### src/rtl/proc_pkg.sv
// Shared types for the 6-stage processor pipeline control: FSM states, operand
// forwarding selects, the PC register index and the scoreboard slot record.
// Pure declarations; no timing or flow control.
package proc_pkg;

  typedef enum logic [1:0] {
    ST_RUN     = 2'd0,
    ST_LDSTALL = 2'd1,
    ST_REDIR   = 2'd2
  } state_t;

  typedef enum logic [1:0] {
    FWD_RF  = 2'd0,
    FWD_EX  = 2'd1,
    FWD_MEM = 2'd2,
    FWD_WB  = 2'd3
  } fwd_t;

  // R0 is the program counter; it is never forwarded.
  localparam logic [2:0] REG_PC = 3'd0;

  typedef struct packed {
    logic       valid;
    logic [2:0] rd;
    logic       is_load;
  } slot_t;

  // A slot holds an instruction whose result will land in register r.
  function automatic logic slot_writes(slot_t s, logic [2:0] r);
    return s.valid && (s.rd == r);
  endfunction

endpackage

### src/rtl/fwd_select.sv
// Operand source select for one operand-read source register.
// Purely combinational, zero latency.
// No flow control; the caller decides whether the select is consumed.
module fwd_select
  import proc_pkg::*;
(
  input  slot_t      ex_slot,
  input  slot_t      mem_slot,
  input  slot_t      wb_slot,
  input  logic [2:0] src,
  input  logic       use_src,
  output logic [1:0] sel
);

  // Only the EX slot's load flag matters: a load result is not ready out of EX.
  logic unused_load_bits;
  assign unused_load_bits = mem_slot.is_load ^ wb_slot.is_load;

  // Youngest producer wins; unused sources and the PC read the register file.
  always_comb begin
    sel = FWD_RF;
    if (use_src && (src != REG_PC)) begin
      if (slot_writes(ex_slot, src) && !ex_slot.is_load) begin
        sel = FWD_EX;
      end else if (slot_writes(mem_slot, src)) begin
        sel = FWD_MEM;
      end else if (slot_writes(wb_slot, src)) begin
        sel = FWD_WB;
      end
    end
  end

endmodule

### src/rtl/hazard_ctrl.sv
// Pipeline hazard controller: scoreboard, forwarding, load-use stall, redirect.
// Control outputs are combinational in the same cycle; state/counters registered.
// A load-use holds the front end one cycle; a redirect squashes it for 1+REFILL.
module hazard_ctrl
  import proc_pkg::*;
#(
  parameter int REFILL = 3,
  parameter int CNT_W  = 16
) (
  input  logic             clk,
  input  logic             reset,
  input  logic             or_valid,
  input  logic [2:0]       or_ra,
  input  logic [2:0]       or_rb,
  input  logic             or_use_ra,
  input  logic             or_use_rb,
  input  logic [2:0]       or_rd,
  input  logic             or_we,
  input  logic             or_is_load,
  input  logic             ex_redirect,
  input  logic [15:0]      ex_target,
  output logic             stall_fd,
  output logic             bubble_ex,
  output logic             flush_fdo,
  output logic             pc_load,
  output logic [15:0]      pc_target,
  output logic [1:0]       fwd_a,
  output logic [1:0]       fwd_b,
  output logic [1:0]       state,
  output logic [CNT_W-1:0] stall_cnt,
  output logic [CNT_W-1:0] flush_cnt
);

  localparam int RW = (REFILL > 1) ? $clog2(REFILL) : 1;

  slot_t            ex_q, ex_d, mem_q, mem_d, wb_q, wb_d;
  state_t           state_q, state_d;
  logic [RW-1:0]    refill_q, refill_d;
  logic [CNT_W-1:0] stall_cnt_q, stall_cnt_d, flush_cnt_q, flush_cnt_d;
  logic             load_use, redir_take;

  fwd_select u_fwd_a (
    .ex_slot (ex_q),
    .mem_slot(mem_q),
    .wb_slot (wb_q),
    .src     (or_ra),
    .use_src (or_use_ra),
    .sel     (fwd_a)
  );

  fwd_select u_fwd_b (
    .ex_slot (ex_q),
    .mem_slot(mem_q),
    .wb_slot (wb_q),
    .src     (or_rb),
    .use_src (or_use_rb),
    .sel     (fwd_b)
  );

  // Hazard detection: a load in EX feeding a used source, and a taken redirect.
  always_comb begin
    load_use = or_valid && ex_q.valid && ex_q.is_load &&
               ((or_use_ra && (or_ra != REG_PC) && (or_ra == ex_q.rd)) ||
                (or_use_rb && (or_rb != REG_PC) && (or_rb == ex_q.rd)));
    // EX holds only bubbles during refill, so a redirect there is spurious.
    redir_take = ex_redirect && (state_q != ST_REDIR);
  end

  // Pipeline control; a redirect overrides the stall. Reset masks the input path.
  assign stall_fd  = load_use && !redir_take;
  assign bubble_ex = stall_fd;
  assign flush_fdo = redir_take && !reset;
  assign pc_load   = flush_fdo;
  assign pc_target = reset ? 16'h0000 : ex_target;
  assign state     = state_q;
  assign stall_cnt = stall_cnt_q;
  assign flush_cnt = flush_cnt_q;

  // Scoreboard advance: EX takes the operand-read instruction unless it is squashed.
  always_comb begin
    ex_d.valid   = or_valid && or_we && !stall_fd && !redir_take;
    ex_d.rd      = or_rd;
    ex_d.is_load = or_is_load;
    mem_d        = ex_q;
    wb_d         = mem_q;
  end

  // Next state and refill countdown.
  always_comb begin
    state_d  = state_q;
    refill_d = refill_q;
    if (redir_take) begin
      state_d  = ST_REDIR;
      refill_d = RW'(REFILL - 1);
    end else begin
      case (state_q)
        ST_RUN:     if (load_use) state_d = ST_LDSTALL;
        ST_LDSTALL: state_d = ST_RUN;
        ST_REDIR: begin
          if (refill_q == '0) state_d = ST_RUN;
          else                refill_d = refill_q - RW'(1);
        end
        default:    state_d = ST_RUN;
      endcase
    end
  end

  // Saturating performance counters.
  always_comb begin
    stall_cnt_d = stall_cnt_q;
    flush_cnt_d = flush_cnt_q;
    if (stall_fd && (stall_cnt_q != {CNT_W{1'b1}}))
      stall_cnt_d = stall_cnt_q + CNT_W'(1);
    if (((state_q == ST_REDIR) || redir_take) && (flush_cnt_q != {CNT_W{1'b1}}))
      flush_cnt_d = flush_cnt_q + CNT_W'(1);
  end

  // State registers; reset empties the scoreboard and returns to RUN at once.
  always_ff @(posedge clk or posedge reset) begin
    if (reset) begin
      ex_q        <= '0;
      mem_q       <= '0;
      wb_q        <= '0;
      state_q     <= ST_RUN;
      refill_q    <= '0;
      stall_cnt_q <= '0;
      flush_cnt_q <= '0;
    end else begin
      ex_q        <= ex_d;
      mem_q       <= mem_d;
      wb_q        <= wb_d;
      state_q     <= state_d;
      refill_q    <= refill_d;
      stall_cnt_q <= stall_cnt_d;
      flush_cnt_q <= flush_cnt_d;
    end
  end

endmodule
### config.mk
export PLATFORM = sky130hd
export DESIGN_NAME = hazard_ctrl
export DESIGN_NICKNAME = d
export VERILOG_FILES = /design/src/rtl/proc_pkg.sv /design/src/rtl/fwd_select.sv /design/src/rtl/hazard_ctrl.sv
export SDC_FILE = /design/constraint.sdc
export NUM_CORES = 1
export LEC_CHECK = 0
export ABC_AREA = 1
export CORE_MARGIN = 5
export CORE_UTILIZATION = 27
export DETAILED_ROUTE_END_ITERATION = 12
export PLACE_DENSITY = 0.53
export SETUP_SLACK_MARGIN = 0.05
export SLEW_MARGIN = 5
export SYNTH_ARGS = -nofsm -noshare
export SYNTH_HDL_FRONTEND = slang
export SYNTH_SLANG_ARGS = --single-unit
export TNS_END_PERCENT = 20
### constraint.sdc
create_clock -name clk -period 2.75 [get_ports clk]
set_clock_uncertainty 0.1 [all_clocks]
set_input_delay 0.825 -clock clk [delete_from_list [all_inputs] [get_ports clk]]
set_output_delay 0.825 -clock clk [all_outputs]
set_load 0.005 [all_outputs]
## Yosys cells after proc, flatten, opt, wreduce, memory -nomap -nowiden

Cells that the tools add are included.

| storage, ports and cells | value |
|---|---|
| bits in registers | 49 |
| input port bits | 33 |
| word-level logic and storage cells | 81 |

| operators by class | value |
|---|---|
| $add $sub $neg | 3 |
| equal/unequal tests | 15 |
| multiplexer cells | 16 |
| reductions and logical operators | 36 |

Operator list:

| operator | number |
|---|---|
| adder 16 x 1 -> 16 bit, second input constant | 2 |
| inequality test 16 bit, second input constant | 2 |
| 2-to-1 mux 2 bit | 14 |
| equality test 3 bit | 8 |
| logical AND 1 bit | 23 |
| 2-to-1 mux 16 bit | 1 |
| inequality test 3 bit, second input constant | 2 |
| nonzero test 3 bit | 2 |
| zero test 1 bit | 4 |
| zero test 2 bit | 2 |
| inequality test 2 bit, second input constant | 2 |
| one-hot mux 2 bit (2 select lines) | 1 |
| AND reduction 2 bit | 2 |
| equality test 2 bit, second input constant | 1 |
| logical OR 1 bit | 2 |
| nonzero test 2 bit | 1 |
| subtractor 2 x 1 -> 2 bit, second input constant | 1 |

## Longest topological paths before layout

Gate-level depths: netlist (run 1).

| depth | value |
|---|---|
| word-level depth | 9 |
| depth in mapped cells | 11 |
| gate-level depth less buffers | 10 |

## Hierarchy

From an unflattened synthesis (run 1), not the netlist that was laid out.

| unflattened totals | value |
|---|---|
| cells, all modules | 449 |
| area, all modules | 3,246.9 sq um |

By module, submodules not included:

| module | instances | cells an instance | area an instance (sq um) |
|---|---|---|---|
| hazard_ctrl | 1 | 351 | 2,811.4 |
| fwd_select | 2 | 49 | 217.7 |

## Worst setup path before layout (run 1)

OpenSTA, ideal clock, no wires.

| path | value |
|---|---|
| path kind | in2out |
| start | input port or_rb[1] |
| end | output port stall_fd |
| arrival time | 1.564 ns |
| required time | 1.825 ns |
| path slack | 0.261 ns |
| cell stages on the path | 9 |
| buffers on the path | 1 |
| cells stage by stage | inv_2 -> nand2_1 -> nand2_1 -> nor2_2 -> nand3_2 -> nand2_4 -> nand3_4 -> inv_1 -> buf_4 |

| on the way | value |
|---|---|
| word-level cells in the longest chain between the ends | 6 |
| elaborated cells on any way between the ends | 7 |
| classes of those cells | eq/ne (1); reduce/logical (6) |

Ends and longest elaborated chain:

| what | RTL line | text |
|---|---|---|
| start: declaration | hazard_ctrl.sv:14 | `input logic [2:0] or_rb,` |
| nonzero test 3 bit | hazard_ctrl.sv:64 | `(or_use_rb && (or_rb != REG_PC) && (or_rb == ex_q.rd)));` |
| logical AND 1 bit | hazard_ctrl.sv:64 |  |
| logical AND 1 bit (*) | hazard_ctrl.sv:64 |  |
| logical OR 1 bit (*) | hazard_ctrl.sv:63 | `((or_use_ra && (or_ra != REG_PC) && (or_ra == ex_q.rd)) \|\|` |
| logical AND 1 bit (*) | hazard_ctrl.sv:62 | `load_use = or_valid && ex_q.valid && ex_q.is_load &&` |
| logical AND 1 bit (*) | hazard_ctrl.sv:70 | `assign stall_fd = load_use && !redir_take;` |
| end: declaration | hazard_ctrl.sv:22 | `output logic stall_fd,` |

Every way passes the cells marked *; elsewhere a longest branch is shown, timed or not.

## Worst setup path after layout (run 1)

| path | value |
|---|---|
| start | input port or_rb[2] |
| end | output port fwd_b[0] |

| on the way | value |
|---|---|
| word-level cells in the longest chain between the ends | 6 |
| elaborated cells on any way between the ends | 13 |
| classes of those cells | eq/ne (3); mux (4); reduce/logical (6) |

Ends and longest elaborated chain:

| what | RTL line | text |
|---|---|---|
| equality test 3 bit | proc_pkg.sv:30 | `return s.valid && (s.rd == r);` |
| logical AND 1 bit | proc_pkg.sv:30 |  |
| 2-to-1 mux 2 bit | fwd_select.sv:27 | `end else if (slot_writes(wb_slot, src)) begin` |
| 2-to-1 mux 2 bit | fwd_select.sv:25 | `end else if (slot_writes(mem_slot, src)) begin` |
| 2-to-1 mux 2 bit | fwd_select.sv:23 | `if (slot_writes(ex_slot, src) && !ex_slot.is_load) begin` |
| 2-to-1 mux 2 bit (*) | fwd_select.sv:22 | `if (use_src && (src != REG_PC)) begin` |
| end: declaration | hazard_ctrl.sv:28 | `output logic [1:0] fwd_b,` |

Marks and branches as above.

==> results of run 1 <==
[worst max-delay path, stage by stage]
cell and delay [ns]:
buf_8 0.11, xor2_2 0.14, nor4_2 0.33, buf_4 0.17, nand2_2 0.04, a21oi_2 0.09
buf_2 0.12
[sequential cells by signal, indices dropped and copies added (netlist names)]
signal / flops
wb_q: 4
refill_q: 2
state: 2
mem_q: 4
flush_cnt: 16
ex_q: 5
stall_cnt: 16
[cell families after synthesis]
logic type,Yosys count,share of synthesized area
buffers and inverters,67,0.0947
adders and majority gates,3,0.0124
DFF,49,0.405
and+or+nand+nor,237,0.354
xor gates and xnor gates,33,0.0956
AOI/OAI and AO/OA,20,0.0381
[path summary, 6_finish.rpt]
kind	startpoint	endpoint	slack (ns)	cells past startpoint
max in group asynchronous	reset	flush_cnt[11]$_DFFE_PP0P_	1.33	6
min in group asynchronous	reset	stall_cnt[15]$_DFFE_PP0P_	0.99	6
setup / recovery	or_rb[2]	fwd_b[0]	0.01	7
hold / removal	mem_q[4]$_DFF_PP0_	wb_q[4]$_DFF_PP0_	0.31	0
hold reg to reg	mem_q[4]$_DFF_PP0_	wb_q[4]$_DFF_PP0_	0.31	0
setup reg to reg	ex_q[2]$_DFF_PP0_	stall_cnt[3]$_DFFE_PP0P_	0.82	12
[power breakdown]
| part | switching [mW] | internal, mW |
|---|---|---|
| Combinational | 0.360 | 0.384 |
| Sequential | 0.128 | 0.827 |
| Clock | 0.253 | 0.297 |
[what timing repair did]
item                       CTS  global route
resized for setup          100            28
hold endpoints to repair     0             0
pin swaps                   14            15
setup endpoints to repair   24             6
setup buffers               16             1
[synth_stat cells (all sizes together)]
cell	instances
a21boi	2
a21oi	5
buf	6
clkbuf	2
clkinv	1
dfrtp	49
ha	3
inv	58
nand2	138
nand3	19
nand3b	2
nand4	7
nor2	58
nor3	10
nor3b	1
nor4	1
o211ai	1
o21ai	12
or2	1
xnor2	14
xor2	19
[area by class of cell]
type | instances | area [um^2] | area share
repair buffers | 119 | 1110 | 0.248
flip-flops and latches | 49 | 1230 | 0.275
clock inverters | 1 | 30.0 | 0.00673
well taps | 140 | 175 | 0.0392
multi-input cells | 293 | 1610 | 0.361
inverters | 59 | 230 | 0.0516
clock buffers | 7 | 86.3 | 0.0193
[metrics by stage]
stage | setup TNS (ns) | worst slack [ns] | instances | utilization | area, um^2
final | 0 | 0.0111 | 668 | 0.410 | 4460
after global routing | -0.0725 | -0.0535 | 668 | 0.410 | 4460
after CTS | 0 | 0.0340 | 667 | 0.402 | 4370
after detailed placement | -9.52 | -0.779 | 644 | 0.381 | 4150
after global placement | -9.51 | -0.744 | 644 | 0.381 | 4150
after floorplan | 0 | 0.242 | 409 | - | 3020
[layer usage]
layer	track usage	vias up	wire length (um)
met2	0.203	84	3820
li1	-	1477	-
met4	0.0387	0	143
met3	0.0444	12	628
met1	0.153	1354	3560
met5	0	-	0
==> summary.md, run 1 <==
| Metric | Value |
|---|---|
| Run status | `finished, final reports clean` |
| Final Cycle Share | `0.996` |
| Pleak | `2.22 nW` |
| Router iterations before antenna repair | `4` |
| I/O pins | `91` |
| Tmin final | `2.74 ns` |
| Area share of the largest cell type after synthesis | `0.405` |
| Commonest non-fill, non-tap cell in the layout | `nand2_1` |
| Per-cell routed wire length | `12.2 um` |
| Max-cap violations | `0` |
| Post-synthesis instance total | `409` |
| Placer Congestion | `0.855` |
| Unrepaired setup endpoints after global routing | `true` |
| Area Overhead vs Synth | `47.6%` |
| Final Hold Viols | `0` |
| Initial antenna violation count | `0` |
| Final HPWL DP | `5940 um` |
| Vias in the first global route | `2948` |
| Syn_nets | `445` |
| Initial core utilization | `0.278` |
| Num rows | `38` |
| CP Data Required Time | `1.83 ns` |
| #FFs+latches synth | `49` |
| ANT cells | `0` |
| Aggregate global routing overflow | `0` |
| Vias/cell | `4.38` |
| Post-route ant nets | `0` |
| Seq/Total Area, Yosys | `0.405` |
| Slew margin rel. | `0.729` |
| Power Total | `2.25 mW` |
| Distinct cells, synth | `37` |
| FILL cells | `1132` |
| IO Port Bufs | `90` |
| CTS tree | `done` |
| Top cells by area, synth | `dfrtp_1 (41%), nand2_1 (16%), inv_1 (6.6%)` |
| Syn. warnings | `0` |
| Die area | `13400 um^2` |
| DRC Markers | `0` |
| First-pass GRT wire length | `13400 um` |
| Yosys top cell by area | `dfrtp_1` |
| HP Class | `flip-flop to flip-flop` |
| CP startpoint kind | `input pin` |
| Share of cells above drive strength 1 | `0.205` |
| Final Max Tran Viols | `0` |
| Worst VDD drop | `0.203 mV` |
| H-tree depth | `2` |
| Pwr dens | `504 nW/um^2` |
| Root Buffer | `clkbuf_8` |
| Most frequent cells in the layout | `nand2_1 (117), clkdlybuf4s50_1 (55), inv_1 (49), dfrtp_1 (49), nor2_1 (48)` |
| Nets | `563` |
| Worst Path Arrival | `1.81 ns` |
| Highest clock rate | `365 MHz` |
| Maximum root-to-sink buffer count | `2` |
| Setup crit end kind | `output port` |
| Largest net degree at the start of global routing | `50` |
| Final setup violation count | `0` |
| Core Area | `10900 um^2` |
| Via Count | `2927` |
| Crit Path Category | `input pin to output port` |
| Number of CTS-inserted buffers | `5` |
| Die width | `116 um` |
| Hold-fix buffers, CTS | `0` |
| Post-Syn Area per Cell | `7.39 um^2` |
| Initial DRC count | `87` |
| Hold Slack | `0.312 ns` |
| All-Layer GR Usage | `0.124` |
| Mapped Area | `3020 um^2` |
| Later-pin clock latency in the skew report | `0.31 ns` |
| Worst-path maximum fanout | `4` |
| Least-Margin Pin Slew | `0.405 ns` |
| Clk sink count | `49` |
| Clock-pin slew on the worst setup and hold paths | `0.09 ns` |
| Total Wirelength | `8160 um` |
| Die Y-Extent | `116 um` |
Note: power is estimated with default switching activity, not from simulation.
==> run 2: changes to the inputs <==
--- a/config.mk
+++ b/config.mk
@@ -7,12 +7,12 @@
 export LEC_CHECK = 0
 export ABC_AREA = 1
 export CORE_MARGIN = 5
-export CORE_UTILIZATION = 27
+export CORE_UTILIZATION = 48
 export DETAILED_ROUTE_END_ITERATION = 12
-export PLACE_DENSITY = 0.53
+export PLACE_DENSITY = 0.82
 export SETUP_SLACK_MARGIN = 0.05
-export SLEW_MARGIN = 5
 export SYNTH_ARGS = -nofsm -noshare
 export SYNTH_HDL_FRONTEND = slang
+export SYNTH_HIERARCHICAL = 1
 export SYNTH_SLANG_ARGS = --single-unit
 export TNS_END_PERCENT = 20
==> run 2 against run 1 <==
Compared with the run above: sequential power up 1%; power up 0.58%; synthesized area up 5.7%; setup slack better by 0.056 ns; via count up 3.9%; non-clock buffer count down 9; combinational power up 2%; wire length down 5.7%; global-route usage up 6.2 points; flip-flop and latch count unchanged; cell count down 5.1%; critical endpoint is now fwd_a[1]; largest power group unchanged.
==> summary.md, run 2 <==
| Metric | Value |
|---|---|
| IO Port Bufs | `90 (unchanged)` |
| All-Layer GR Usage | `0.186 (+0.0619)` |
| Crit-path cells | `buf_4 -> buf_4 -> nand2_1 -> o21ai_1 -> nor2_1 -> nand2_1 -> nand2_1 -> nor2_1 -> dlygate4sd2_1` |
| CP max stage cell | `dlygate4sd2_1` |
| CTS tree | `done` |
| Most frequent CP cell | `nand2_1` |
| Die width | `91.6 um (-21%)` |
| Post-CTS setup buffer count | `0 (-16)` |
| Crit Path Category | `input pin to output port` |
| Non-filler cells, final | `634 (-5.1%)` |
| Maximum root-to-sink buffer count | `2 (unchanged)` |
| Syn. warnings | `6 (+6)` |
| Hold-fix buffers, CTS | `0 (unchanged)` |
| Pleak | `2.27 nW (+2.2%)` |
| Number of CTS-inserted buffers | `5 (unchanged)` |
| Vias/cell | `4.80 (+9.5%)` |
| Post-route ant nets | `0 (unchanged)` |
| Post-synthesis instance total | `447 (+9.3%)` |
| Pwr dens | `515 nW/um^2 (+2.2%)` |
| Worst VDD drop | `0.219 mV (+7.6%)` |
| Hold Slack | `0.319 ns (+0.00627 ns)` |
| Initial antenna violation count | `0 (unchanged)` |
| Area Overhead vs Synth | `37.5%` |
| Worst setup margin | `0.0667 ns (+0.0556 ns)` |
| Worst Path Arrival | `1.76 ns (-0.05 ns)` |
| CP Data Required Time | `1.83 ns (about the same)` |
| Most frequent cells in the layout | `nand2_1 (138), inv_1 (65), nor2_1 (55), clkdlybuf4s50_1 (55), dfrtp_1 (49)` |
| Root Buffer | `clkbuf_8` |
| Commonest non-fill, non-tap cell in the layout | `nand2_1` |
| Slew margin rel. | `0.714 (-0.0149)` |
| Unrepaired setup endpoints after global routing | `true` |
| CP startpoint kind | `input pin` |
| H-tree depth | `2 (unchanged)` |
| Aggregate global routing overflow | `0 (unchanged)` |
| Clk sink count | `49 (unchanged)` |
| Run status | `finished, final reports clean` |
| Die area | `8390 um^2 (-37%)` |
| Dpl ws | `-0.703 ns (+0.0755 ns)` |
| Highest clock rate | `373 MHz (+2.1%)` |
| Initial DRC count | `128 (+47%)` |
| Num rows | `29 (-24%)` |
| Initial core utilization | `0.498 (+0.220)` |
| Final Max Tran Viols | `0 (unchanged)` |
| Router iterations before antenna repair | `4 (unchanged)` |
| Reg2Reg Depth | `9 (-3)` |
| Share of cells above drive strength 1 | `0.171 (-0.0340)` |
| Delay-heaviest family, CP | `buffers and inverters` |
| Final Cycle Share | `0.976 (-0.0202)` |
| Core Area | `6420 um^2 (-41%)` |
| Finished Core Util | `0.684 (+0.274)` |
| Tmin final | `2.68 ns (-0.0556 ns)` |
| HP Class | `flip-flop to flip-flop` |
| Via Count | `3041 (+3.9%)` |
| ANT cells | `0 (unchanged)` |
| Placed insts | `626 (-2.8%)` |
| Fin Setup TNS | `0 ns (unchanged)` |
| Vias in the first global route | `2919 (-0.98%)` |
| Crit path depth | `9 (+2)` |
| Max-cap violations | `0 (unchanged)` |
| Largest net degree at the start of global routing | `23 (-54%)` |
| Critical path buffer and inverter count | `3 (unchanged)` |
| Syn_nets | `483 (+8.5%)` |
| Post-Syn Area per Cell | `7.15 um^2 (-3.3%)` |
| Final HPWL DP | `6140 um (+3.5%)` |
| Setup crit end kind | `output port` |
| Clock-pin slew on the worst setup and hold paths | `0.09 ns (about the same)` |
| Die Y-Extent | `91.6 um (-21%)` |
| Nets | `592 (+5.2%)` |
| Per-cell routed wire length | `12.1 um (-0.63%)` |
| Final setup violation count | `0 (unchanged)` |
| Total Wirelength | `7690 um (-5.7%)` |
| Least-Margin Pin Slew | `0.428 ns (+0.0226 ns)` |
| CP max stage delay | `0.26 ns (-0.07 ns)` |
| Hold Crit Depth | `0 (unchanged)` |
| I/O pins | `91 (unchanged)` |
| Mapped Area | `3200 um^2 (+5.7%)` |
| Later-pin clock latency in the skew report | `0.32 ns (about the same)` |
| Placer Congestion | `0.895 (+4.7%)` |
| Worst-path maximum fanout | `6 (+2)` |
| FILL cells | `561 (-50%)` |
| DRC Markers | `0 (unchanged)` |
| First-pass GRT wire length | `12900 um (-3.6%)` |
| Final Hold Viols | `0 (unchanged)` |
run 2: cell count changes in the layout (fill, tap and decap cells not counted), moves of 4 or more:
cell	before	now
dlygate4sd2_1	15	23
xnor2_1	13	6
nand2_1	117	138
inv_1	49	65
buf_2	6	1
inv_2	6	10
clkdlybuf4s15_1	5	1
xor2_1	18	23
nor2_1	48	55
nand4_1	5	1
buf_4	27	18
clkbuf_4	0	4
run 2: repair_timing:
item / CTS / global route
setup endpoints to repair: 24 / 8
resized for setup: 67 / 21
pin swaps: 4 / 9
run 2: final cells by class:
class                   count  area [um^2]  area share
well taps                  77         96.3      0.0219
clock inverters             3         47.5      0.0108
inverters                  76          287      0.0652
flip-flops and latches     49         1230       0.279
repair buffers            110         1030       0.234
clock buffers               5         68.8      0.0157
multi-input cells         314         1640       0.374
run 2: worst register-to-register path: stages, from the launching register on:
cell and delay [ns]:
dfrtp_1 0.47, ha_1 0.29, nand3_1 0.16, nor3_2 0.17, nand3_1 0.11, nand2_2 0.08
inv_1 0.13, buf_4 0.19, nand2_1 0.05, o21ai_1 0.06
run 2: where the power goes:
group	internal, mW	switching, mW	total (mW)
clock network	0.278	0.262	0.540
logic	0.386	0.371	0.757
registers	0.833	0.132	0.966
run 2: through the flow:
stage / cell area [um^2] / power [mW]
final: 4400 / 2.26
after global routing: 4400 / 2.44
after CTS: 4380 / 2.29
after detailed placement: 4300 / 1.75
after global placement: 4300 / 1.72
after floorplan: 3200 / 1.35
run 2: worst paths after layout:
kind                                           from                        end  slack, ns
max reg2reg                flush_cnt[0]$_DFFE_PP0P_   flush_cnt[6]$_DFFE_PP0P_       0.84
max in group asynchronous                     reset  flush_cnt[10]$_DFFE_PP0P_       1.28
min                              mem_q[1]$_DFF_PP0_          wb_q[1]$_DFF_PP0_       0.32
min in group asynchronous                     reset  stall_cnt[11]$_DFFE_PP0P_       0.77
max                                        or_ra[1]                   fwd_a[1]       0.07
min reg2reg                      mem_q[1]$_DFF_PP0_          wb_q[1]$_DFF_PP0_       0.32
run 2: per-layer routing:
metal	part of all wire	global-route usage	wire, um
met1	0.43	0.231	3350
met5	0	0	0
met4	0.0073	0.0352	56
met2	0.49	0.320	3770
met3	0.068	0.0589	521
